[config.mk]
export PLATFORM = sky130hd
export DESIGN_NAME = branch_redirect_ctrl
export DESIGN_NICKNAME = d
export VERILOG_FILES = /design/src/rtl/branch_ctrl_pkg.sv /design/src/rtl/branch_upd_fifo.sv /design/src/rtl/branch_redirect_ctrl.sv
export SDC_FILE = /design/constraint.sdc
export NUM_CORES = 1
export LEC_CHECK = 0
export CAP_MARGIN = 10
export CELL_PAD_IN_SITES_DETAIL_PLACEMENT = 1
export CELL_PAD_IN_SITES_GLOBAL_PLACEMENT = 1
export CORE_ASPECT_RATIO = 0.9
export CORE_MARGIN = 2
export CORE_UTILIZATION = 35
export CTS_CLUSTER_SIZE = 24
export DETAILED_ROUTE_END_ITERATION = 10
export PLACE_DENSITY_LB_ADDON = 0.1
export SYNTH_ARGS = -nofsm -noshare
export SYNTH_HDL_FRONTEND = slang
export SYNTH_SLANG_ARGS = --single-unit
[constraint.sdc]
create_clock -name clk -period 5.56 [get_ports clk]
set_clock_uncertainty 0.05 [all_clocks]
set_input_delay 0.834 -clock clk [delete_from_list [all_inputs] [get_ports clk]]
set_output_delay 0.834 -clock clk [all_outputs]
set_load 0.01 [all_outputs]
[src/rtl/branch_ctrl_pkg.sv]
`default_nettype none
// ============================================================================
// Module   : branch_ctrl_pkg
// Brief    : Shared types and constants for the branch redirect controller.
// Revision : 1.0 - initial release
// ============================================================================
package branch_ctrl_pkg;

  localparam int unsigned PC_W_DEF  = 9;
  localparam int unsigned CNT_W_DEF = 16;
  // Wide all-ones source; counters slice their own width from it.
  localparam logic [63:0] CNT_MAX   = '1;

  typedef enum logic [0:0] {
    RUN   = 1'b0,
    FLUSH = 1'b1
  } state_e;

  typedef struct packed {
    logic [PC_W_DEF-1:0] pc;
    logic                taken;
  } upd_entry_t;

endpackage
`default_nettype wire

[src/rtl/branch_upd_fifo.sv]
`default_nettype none
// ============================================================================
// Module   : branch_upd_fifo
// Brief    : Small FIFO buffering predictor updates; head read from storage.
// Revision : 1.0 - initial release
// ============================================================================
module branch_upd_fifo #(
  parameter int unsigned DEPTH   = 2,
  parameter type         entry_t = logic
) (
  input  logic   clk,
  input  logic   reset,
  input  logic   push,
  input  entry_t push_data,
  input  logic   pop,
  output logic   full,
  output logic   empty,
  output entry_t head
);

  localparam int unsigned AW = $clog2(DEPTH);

  entry_t       r_mem [DEPTH];
  logic [AW:0]  r_wr_ptr;
  logic [AW:0]  r_rd_ptr;
  logic         w_do_push;
  logic         w_do_pop;

  // Extra pointer bit separates full from empty when the indices coincide.
  assign empty     = (r_wr_ptr == r_rd_ptr);
  assign full      = (r_wr_ptr[AW] != r_rd_ptr[AW]) &&
                     (r_wr_ptr[AW-1:0] == r_rd_ptr[AW-1:0]);
  assign w_do_pop  = pop && !empty;
  assign w_do_push = push && (!full || w_do_pop);
  assign head      = r_mem[r_rd_ptr[AW-1:0]];

  always_ff @(posedge clk or negedge reset) begin
    if (!reset) begin
      r_wr_ptr <= '0;
      r_rd_ptr <= '0;
    end else begin
      if (w_do_push) r_wr_ptr <= r_wr_ptr + 1'b1;
      if (w_do_pop)  r_rd_ptr <= r_rd_ptr + 1'b1;
    end
  end

  always_ff @(posedge clk or negedge reset) begin
    if (!reset) begin
      for (int i = 0; i < int'(DEPTH); i++) r_mem[i] <= '0;
    end else if (w_do_push) begin
      r_mem[r_wr_ptr[AW-1:0]] <= push_data;
    end
  end

endmodule
`default_nettype wire

[src/rtl/branch_redirect_ctrl.sv]
`default_nettype none
// ============================================================================
// Module   : branch_redirect_ctrl
// Brief    : Resolves branch/jump predictions, sequences redirect + flush,
//            queues predictor updates and keeps branch statistics.
// Revision : 1.0 - initial release
// ============================================================================
module branch_redirect_ctrl
  import branch_ctrl_pkg::*;
#(
  parameter int unsigned PC_W       = PC_W_DEF,
  parameter int unsigned FLUSH_CYC  = 2,
  parameter int unsigned UPDQ_DEPTH = 2,
  parameter int unsigned CNT_W      = CNT_W_DEF
) (
  input  logic             clk,
  input  logic             reset,
  input  logic             ex_valid,
  input  logic             ex_branch,
  input  logic             ex_jump,
  input  logic             ex_pred_taken,
  input  logic [31:0]      ex_pred_pc,
  input  logic             ex_taken,
  input  logic [31:0]      ex_target,
  input  logic [PC_W-1:0]  ex_pc,
  input  logic [31:0]      ex_pc_four,
  output logic             redirect_valid,
  output logic [31:0]      redirect_pc,
  output logic             flush,
  output logic             upd_valid,
  input  logic             upd_ready,
  output logic [PC_W-1:0]  upd_pc,
  output logic             upd_taken,
  output logic             upd_drop,
  output logic [CNT_W-1:0] br_count,
  output logic [CNT_W-1:0] mis_count
);

  localparam logic [CNT_W-1:0] c_cnt_max = CNT_MAX[CNT_W-1:0];

  state_e      r_state;
  state_e      w_state_nxt;
  logic [2:0]  r_flush_cnt;
  logic [2:0]  w_flush_cnt_nxt;
  logic        w_resolve;
  logic        w_is_branch;
  logic        w_mispredict;
  logic [31:0] w_correct_pc;
  logic        w_push;
  logic        w_pop;
  logic        w_full;
  logic        w_empty;
  upd_entry_t  w_push_entry;
  upd_entry_t  w_head;

  // Wrong-path instructions arriving during FLUSH never count as resolves.
  assign w_resolve    = ex_valid && (r_state == RUN);
  assign w_is_branch  = ex_branch && !ex_jump;
  assign w_mispredict = w_resolve &&
                        ((ex_pred_taken != ex_taken) ||
                         (ex_taken && (ex_pred_pc != ex_target)));
  assign w_correct_pc = ex_taken ? ex_target : ex_pc_four;

  always_ff @(posedge clk or negedge reset) begin
    if (!reset) begin
      r_state     <= RUN;
      r_flush_cnt <= '0;
    end else begin
      r_state     <= w_state_nxt;
      r_flush_cnt <= w_flush_cnt_nxt;
    end
  end

  always_comb begin
    w_state_nxt     = r_state;
    w_flush_cnt_nxt = r_flush_cnt;
    case (r_state)
      RUN: begin
        if (w_mispredict) begin
          w_state_nxt     = FLUSH;
          w_flush_cnt_nxt = 3'(FLUSH_CYC - 1);
        end
      end
      FLUSH: begin
        if (r_flush_cnt == 3'd0) w_state_nxt = RUN;
        else                     w_flush_cnt_nxt = r_flush_cnt - 3'd1;
      end
      default: w_state_nxt = RUN;
    endcase
  end

  assign flush = (r_state == FLUSH);

  always_ff @(posedge clk or negedge reset) begin
    if (!reset) begin
      redirect_valid <= 1'b0;
      redirect_pc    <= '0;
      upd_drop       <= 1'b0;
      br_count       <= '0;
      mis_count      <= '0;
    end else begin
      redirect_valid <= w_mispredict;
      if (w_mispredict) redirect_pc <= w_correct_pc;
      upd_drop <= w_push && w_full && !w_pop;
      if (w_resolve && (br_count != c_cnt_max))     br_count  <= br_count + 1'b1;
      if (w_mispredict && (mis_count != c_cnt_max)) mis_count <= mis_count + 1'b1;
    end
  end

  // Mispredicted branches still train the predictor with the real outcome.
  assign w_push             = w_resolve && w_is_branch;
  assign w_pop              = upd_valid && upd_ready;
  assign w_push_entry.pc    = ex_pc;
  assign w_push_entry.taken = ex_taken;

  branch_upd_fifo #(
    .DEPTH   (UPDQ_DEPTH),
    .entry_t (upd_entry_t)
  ) u_upd_fifo (
    .clk       (clk),
    .reset     (reset),
    .push      (w_push),
    .push_data (w_push_entry),
    .pop       (w_pop),
    .full      (w_full),
    .empty     (w_empty),
    .head      (w_head)
  );

  assign upd_valid = !w_empty;
  assign upd_pc    = w_head.pc;
  assign upd_taken = w_head.taken;

  a_branch_jump_exclusive : assert property (
    @(posedge clk) disable iff (!reset) !(ex_valid && ex_branch && ex_jump))
    else $error("branch_redirect_ctrl: ex_branch and ex_jump both asserted");

endmodule
`default_nettype wire

# After elaboration in Yosys (flattened, before gate mapping)
# Index checks and enable logic that the tools add are counted.
word_totals:
  in_bits: 113
  ff_bits: 94
  wordCells: 68
  out_inout_bits: 78
op_classes:
  n_reduce_logical: 22
  magnitude_cmp: 3
  n_mux: 13
  bitwise_logic: 3
  add_sub_neg: 5
  eq_ne: 9
ops:
  columns: ["operator", "n"]
  rows:
  - ["10-bit two-way mux", 4]
  - ["16-bit by 1-bit adder with 16-bit output, second input constant", 2]
  - ["32-bit two-way mux", 1]
  - ["16-bit inequality test, second input constant", 2]
  - ["32-bit inequality test", 1]
  - ["20-bit bitwise mux", 1]
  - ["1-bit logical AND", 14]
  - ["10-bit demux with 1-bit select", 1]
  - ["3-bit two-way mux", 2]
  - ["3-bit one-hot mux with 2 select lines", 1]
  - ["2-bit by 1-bit adder with 2-bit output, second input constant", 2]
  - ["2-bit >= comparator, second input constant", 2]
  - ["1-bit logical NOT", 4]
  - ["2-bit inequality test, second input constant", 2]
  - ["1-bit NOT with 2-bit output", 2]
  - ["3-bit logical NOT", 1]
  - ["3-bit by 1-bit subtractor with 3-bit output, second input constant", 1]
  - ["2-bit == test", 1]
  - ["1-bit logical OR", 2]
  - ["2-bit by 1-bit less-than comparator with 1-bit output, second input constant", 1]
  - ["1-bit two-way mux", 2]
  - ["1-bit inequality test", 2]
  - ["1-bit one-hot mux with 2 select lines", 1]
  - ["2-bit AND reduction", 1]
  - ["other kinds (2)", 2]

# Depth between registers and ports, before layout
# Gate-level depths: netlist (run 1).
depth:
  depth_word: 6
  mapped_depth: 8

# Hierarchy
# Synthesis (run 1) repeated with hierarchy kept, for this count alone.
unflattened:
  cells_unflattened: 394
  area_unflattened_um2: 4969.8
modules_own_cells:
  columns: ["mod", "area_per_inst_um2", "instances", "cells_per_inst"]
  rows:
  - ["branch_redirect_ctrl", 3843.7, 1, 315]
  - ["branch_upd_fifo", 1126.1, 1, 79]

# Worst setup path before layout (run 1)
# Ideal clock, no wire load.
synth_path:
  path_kind: "input -> register"
  startpoint: "input port ex_target[17]"
  endpoint: "register redirect_pc[4]"
  path_stages: 7
  t_arrival_ns: 2.375
  path_buffers: 1
  setup_time_ns: 0.128
  path_slack_ns: 3.008
  path_cell_list: "xor2_1 nor4_1 nand4_1 nor3_4 nor2_2 buf_2 mux2_1"
synth_via:
  elab_chain_cells: 4
synth_lines:
  columns: ["element", "line", "text"]
  rows:
  - ["from (decl)", "branch_redirect_ctrl.sv:24", "input logic [31:0] ex_target,"]
  - ["32-bit inequality test", "branch_redirect_ctrl.sv:61", "(ex_taken && (ex_pred_pc != ex_target)));"]
  - ["1-bit logical AND", "branch_redirect_ctrl.sv:61", null]
  - ["1-bit logical OR", "branch_redirect_ctrl.sv:60", "((ex_pred_taken != ex_taken) ||"]
  - ["1-bit logical AND", "branch_redirect_ctrl.sv:59", "assign w_mispredict = w_resolve &&"]
  - ["to (signal assigned)", "branch_redirect_ctrl.sv:103", "if (w_mispredict) redirect_pc <= w_correct_pc;"]
  - ["to (decl)", "branch_redirect_ctrl.sv:28", "output logic [31:0] redirect_pc,"]
# Every way passes these cells.
# A chain may end at the register's enable or synchronous reset.

# Final worst setup path (run 1)
layout_path:
  startpoint: "input port ex_target[27]"
  endpoint: "register redirect_pc[4]"
# The elaborated chain is that of the path after synthesis.

==> impl_metrics.yaml, run 1 <==
run_status:
  status: "completed"
setup_path:
  required_ns: 5.74
  crit_path_start_kind: "input port"
  reg2reg_to: "u_upd_fifo.r_mem[14]"
  ff2ff_setup_slack_ns: 2.87
  crit_fanout: 35
  worst-setup-path-type: "input port to register"
  end_kind: "register"
  cp.arrival_ns: 3.62
  r2r-start: "u_upd_fifo.r_rd_ptr[0]"
  r2r_cells: 5
clock_network:
  post_cts_resized: 0
  cts.path.max_buffers: 2
  ctsRootBufferMaster: "clkbuf_16"
  clock_latency_ns: 0.35
  clk_pin_slew_ns: 0.06
  cts_tree: "yes"
  postCtsHoldBufs: 0
  cts_max_level: 3
  postCtsSetupBuffers: 0
  numClockSinks: 94
  cts_made_buffers: 9
logic_synthesis:
  synth_area_per_cell_um2: 12.4
  synthTopCellsByArea: "dfrtp_1 49%, mux2_2 21%, xor2_1 9.0%, mux2_4 2.8%, xnor2_1 2.6%"
  ys_ff_latch: 94
  synthCells: 385
  ys_warn_count: 0
  syn-cell-area_mm2: 0.00478
  yosys.area.top_type: "dfrtp_1"
  synth_cell_types: 33
  synth_nets: 502
  synth_top_area_share_pct: 49.2
  yosysSeqAreaShare_pct: 49.2
floorplanning:
  initial_core_util_pct: 35.8
  ios: 191
  die_area_mm2: 0.0146
  coreArea_mm2: 0.0134
  die-width_um: 127
  die_height_um: 115
  rows: 40
sta:
  tightest_slew_ns: 0.986
  hold_viol: 0
  drv_slew: 0
  clock.fmax_ghz: 0.291
  period_minus_slack_ns: 3.44
  finalSetupViolCount: 0
  setup_slack_ns: 2.12
  rsz0062_at_grt: "no"
  slew_headroom_pct: 34.1
  timing.final.crit_share_pct: 61.8
  tns_ns: 0
global_route:
  grt_use_met1_pct: 23.2
  grt_use_met2_pct: 32.4
  grt_overflow_total: 0
  grt_max_degree: 65
  grt_util_met3_pct: 7.31
  grt_antenna_before_repair: 0
  first_global_vias: 3946
  grt_pass1_wl_mm: 21.4
  grtUsageTotal_pct: 19.3
  top_usage_layer: "met2"
power_and_ir_drop:
  peakVddDrop_v: 0.000184
  p_per_area_mw_per_mm2: 417
  leakagePower_nw: 3.03
  total_power_mw: 2.97
hold_path:
  hold_path_class: "input port to async pin"
drt:
  dr.pass1.iters: 4
  drtIter0Drc: 129
  viasPerCell: 4.91
  drc_errors: 0
  avgRoutedWirePerCell_um: 18.3
  wirelength_mm: 13.7
  num_vias: 3673
  ant_nets: 0
cells_and_area:
  num_antenna_cells: 0
  final_util_pct: 53.3
  final_cell_mix: "188 x clkdlybuf4s50_1, 94 x dfrtp_1, 90 x mux2_2, 49 x xor2_1, 25 x nand2_1"
  syn_to_final_growth_pct: 49.1
  final_common_cell: "clkdlybuf4s50_1"
  nets: 692
  layout-drive-gt1-share_pct: 21.0
placement:
  port_buffers: 190
  dp_hpwl_mm: 10.3
  place.gp.congestion: 0.777
  preCtsSetupSlack_ns: 1.69
flow_run:
  maxCapViolations: 0
state kept, by name, summed over array words and instances (netlist names), 2 cells and up:
| signal | flops |
|---|---|
| redirect_pc | 32 |
| u_upd_fifo.r_mem | 20 |
| br_count | 16 |
| mis_count | 16 |
| r_flush_cnt | 3 |
| u_upd_fifo.r_rd_ptr | 2 |
| u_upd_fifo.r_wr_ptr | 2 |
worst max-delay path: stages:
cell and delay [ns]:
clkdlybuf4s50_1 0.45, xor2_1 0.20, nor4_1 0.46, nand4_1 0.22, nor3_4 0.67, nor2_4 0.34, mux2_1 0.41
metrics by stage:
stage | instance area, µm² | hold WS [ns] | instances
2_1_floorplan | 4780 | 0.416 | 385
3_3_place_gp | 6840 | 0.419 | 732
3_5_place_dp | 6840 | 0.436 | 732
4_1_cts | 7120 | 0.369 | 748
5_1_grt | 7120 | 0.394 | 748
6_report | 7120 | 0.363 | 748
worst max path at each step:
| stage | to | slack (ns) | startpoint |
|---|---|---|---|
| floorplan | redirect_pc[4] | 3.01 | ex_target[17] |
| global placement | redirect_pc[5] | 1.67 | ex_target[27] |
| detailed placement | redirect_pc[4] | 1.69 | ex_target[29] |
| CTS | redirect_pc[4] | 2.07 | ex_target[29] |
| global route | redirect_pc[5] | 1.82 | ex_target[27] |
| finish | redirect_pc[4] | 2.12 | ex_target[27] |
kinds of logic (layout without fill, tap and decap cells):
family                   count (synthesis)  after routing  share of synthesized area [%]
multiplexers                           101            101                           24.5
buffers and inverters                   20            215                           1.86
flip-flops                              94             94                           49.2
AO/OA/AOI/OAI                            7              7                           1.02
XOR/XNOR                                63             63                           11.5
AND/OR/NAND/NOR                         96             96                           10.8
adder cells (fa/ha/maj)                  4              4                           1.05
final cells by class:
| cell class | count | area (µm²) |
|---|---|---|
| Clock inverter | 3 | 17.5 |
| Sequential cell | 94 | 2350 |
| Inverter | 8 | 30.0 |
| Multi-Input combinational cell | 271 | 2340 |
| Fill cell | 1406 | 6240 |
| Tap cell | 168 | 210 |
| Clock buffer | 13 | 270 |
| Timing Repair Buffer | 191 | 1900 |
power by group:
group / internal, mW / switching [mW]
Combinational: 0.781 / 0.475
Clock: 0.338 / 0.256
Sequential: 0.942 / 0.181
Total: 2.06 / 0.912
synthesized netlist by cell type:
master	instances
a41oi_2	1
and3_1	4
and4b_1	1
buf_1	1
buf_2	5
buf_6	1
clkbuf_1	5
dfrtp_1	94
ha_1	4
inv_1	8
mux2_1	2
mux2_2	90
mux2_4	9
nand2_1	25
nand2b_1	2
nand3_1	10
nand4_1	10
nor2_1	12
nor2_2	1
nor2b_1	1
nor3_1	10
nor3_4	1
nor3b_1	3
nor4_1	10
nor4b_1	3
o21ai_0	3
o21ai_1	1
o22ai_1	2
or2_1	1
or2_2	1
or4b_4	1
xnor2_1	14
xor2_1	49
layer usage:
layer / vias to the layer above / part of all wire [%]
met5: - / 0
met4: 0 / 1.8
met3: 14 / 7.1
met2: 119 / 49
met1: 1808 / 42
li1: 1732 / -
(Power assumes the default switching activity.)
==> inputs of run 2 (changes only) <==
--- a/config.mk
+++ b/config.mk
@@ -10,7 +10,7 @@
 export CELL_PAD_IN_SITES_GLOBAL_PLACEMENT = 1
 export CORE_ASPECT_RATIO = 0.9
 export CORE_MARGIN = 2
-export CORE_UTILIZATION = 35
+export CORE_UTILIZATION = 30
 export CTS_CLUSTER_SIZE = 24
 export DETAILED_ROUTE_END_ITERATION = 10
 export PLACE_DENSITY_LB_ADDON = 0.1
==> constraint.sdc (replaced) <==
create_clock -name clk -period 3.1 [get_ports clk]
set_clock_uncertainty 0.05 [all_clocks]
set_input_delay 0.465 -clock clk [delete_from_list [all_inputs] [get_ports clk]]
set_output_delay 0.465 -clock clk [all_outputs]
set_load 0.01 [all_outputs]
==> run 2 against run 1 <==
Against the previous run:
- die area increased by 16%
- sequential cell count unchanged
- global-route usage fell by 2.1 points
==> impl_metrics.yaml, run 2 (synthesis results as in run 1) <==
run_status:
  status: "completed"
cells_and_area:
  largest-register: "redirect_pc"
  nFillCells: 1627
  syn_to_final_growth_pct: 52.1
  final_cell_mix: "188 x clkdlybuf4s50_1, 94 x dfrtp_1, 90 x mux2_2, 49 x xor2_1, 25 x nand2_1"
  multi_input_area_mm2: 0.00234
  final_common_cell: "clkdlybuf4s50_1"
  layout-drive-gt1-share_pct: 21.9
  instances_no_fill: 787
  nets: 698
  reg.largest.list: "redirect_pc: 32 flops, u_upd_fifo.r_mem: 20 flops"
  ff_latch_area_mm2: 0.00235
  design_area_mm2: 0.00727
  largest_reg_flops: 32
  num_antenna_cells: 0
setup_path:
  r2r-start: "flush"
  reg2reg_to: "redirect_pc[12]"
  crit_path_start_kind: "input port"
  required_ns: 3.28
  end_kind: "register"
  worst-setup-path-type: "input port to register"
  path_cells: "clkdlybuf4s50_1, xor2_1, nor4_1, buf_4, nand4_1, nor3_4, nor2_4, mux2_2"
  crit_fanout: 35
  crit_slowest_cell: "nor2_4"
  ff2ff_setup_slack_ns: 0.76
  r2r_cells: 4
  cp.arrival_ns: 2.83
  cp_slowest_stage_delay_ns: 0.80
clock_network:
  clock_latency_ns: 0.35
  cts.path.max_buffers: 2
  cts_max_level: 3
  cts_made_buffers: 9
  cts_tree: "yes"
  clk_pin_slew_ns: 0.07
  numClockSinks: 94
  postCtsHoldBufs: 0
  postCtsSetupBuffers: 0
  post_cts_resized: 0
  ctsRootBufferMaster: "clkbuf_16"
sta:
  finalSetupViolCount: 0
  timing.final.crit_share_pct: 85.3
  rsz0062_at_grt: "no"
  clock.fmax_ghz: 0.378
  tightest_slew_ns: 1.07
  slew_headroom_pct: 28.7
  hold_ws_ns: 0.0995
  setup_slack_ns: 0.457
  period_minus_slack_ns: 2.64
  hold_viol: 0
  tns_ns: 0
  drv_slew: 0
global_route:
  first_global_vias: 4028
  grt_max_degree: 95
  grt_pass1_wl_mm: 21.9
  grt_antenna_before_repair: 1
  grtUsageTotal_pct: 17.2
  grt_overflow_total: 0
placement:
  place_area_mm2: 0.00695
  dp.cells: 772
  place.gp.congestion: 0.796
  dp_hpwl_mm: 10.5
  preCtsSetupSlack_ns: -0.0286
  port_buffers: 190
floorplanning:
  coreArea_mm2: 0.0155
  die-width_um: 137
  die_area_mm2: 0.0170
  initial_core_util_pct: 30.8
  die_height_um: 124
  rows: 43
  ios: 191
drt:
  avgRoutedWirePerCell_um: 17.8
  ant_nets: 0
  dr.pass1.iters: 4
  drtIter0Drc: 141
  wirelength_mm: 14.0
  drc_errors: 0
  viasPerCell: 4.67
  num_vias: 3673
flow_run:
  maxCapViolations: 0
power_and_ir_drop:
  switchingPower_mw: 1.69
  seq_power_share_pct: 36.1
  p_per_area_mw_per_mm2: 757
  peakVddDrop_v: 0.000287
  combPwrFrac_pct: 41.9
  switching_share_pct: 30.7
  intPower_mw: 3.82
  leakagePower_nw: 3.08
  power_frac_clock_pct: 22.1
hold_path:
  hold_path_class: "input port to async pin"
run 2: cell types whose count changed in the layout (fill, tap and decap cells not counted), sizes merged:
cell / previous run / this run
buf: 3 / 9
clkbuf: 13 / 9
bufinv: 0 / 2
clkinv: 2 / 0
inv: 8 / 10
clkinvlp: 1 / 2
run 2: through the flow:
stage	utilization [%]	total power [mW]
2_1_floorplan	-	3.06
3_3_place_gp	44.8	4.26
3_5_place_dp	44.8	4.34
4_1_cts	46.9	5.61
5_1_grt	46.9	5.85
6_report	46.9	5.50
run 2: worst max-delay path: cells and delay by family:
family / cells / cell delay, ns
xor+xnor: 1 / 0.17
buf+inv: 2 / 0.63
mux: 1 / 0.42
simple gates: 4 / 1.12
run 2: how the worst max path moves through the flow:
stage | endpoint | slack (ns) | start | depth (start not counted)
detailed placement | redirect_pc[14] | -0.03 | ex_target[27] | 7
CTS | redirect_pc[12] | 0.35 | ex_target[27] | 7
finish | redirect_pc[12] | 0.46 | ex_target[17] | 8
floorplan | redirect_pc[4] | 0.92 | ex_target[17] | 7
global route | redirect_pc[7] | 0.25 | ex_target[27] | 7
global placement | redirect_pc[15] | -0.01 | ex_target[27] | 7
run 2: power by group through the flow:
| stage | Sequential (mW) | Clock, mW | Combinational [mW] |
|---|---|---|---|
| 6_report | 1.99 | 1.21 | 2.31 |
| 5_1_grt | 2.06 | 1.31 | 2.49 |
| 4_1_cts | 1.99 | 1.27 | 2.35 |
| 3_5_place_dp | 2.01 | 0 | 2.33 |
| 3_3_place_gp | 1.98 | 0 | 2.28 |
| 2_1_floorplan | 2.09 | 0 | 0.966 |
run 2: routing by layer:
layer	global-route usage, %	wire [µm]	share of wire [%]
met1	20.7	5840	42
met2	28.6	6810	49
met3	6.92	1150	8.2
met4	4.70	186	1.3
met5	0	13	0.093
run 2: cell type report:
class                      count  share of cell area, %
multi-input combinational    271                   32.2
tap                          202                   3.48
clock buffer                   9                   3.10
sequential                    94                   32.4
timing repair buffer         197                   27.1
clock inverter                 6                   1.31
inverter                       8                  0.413
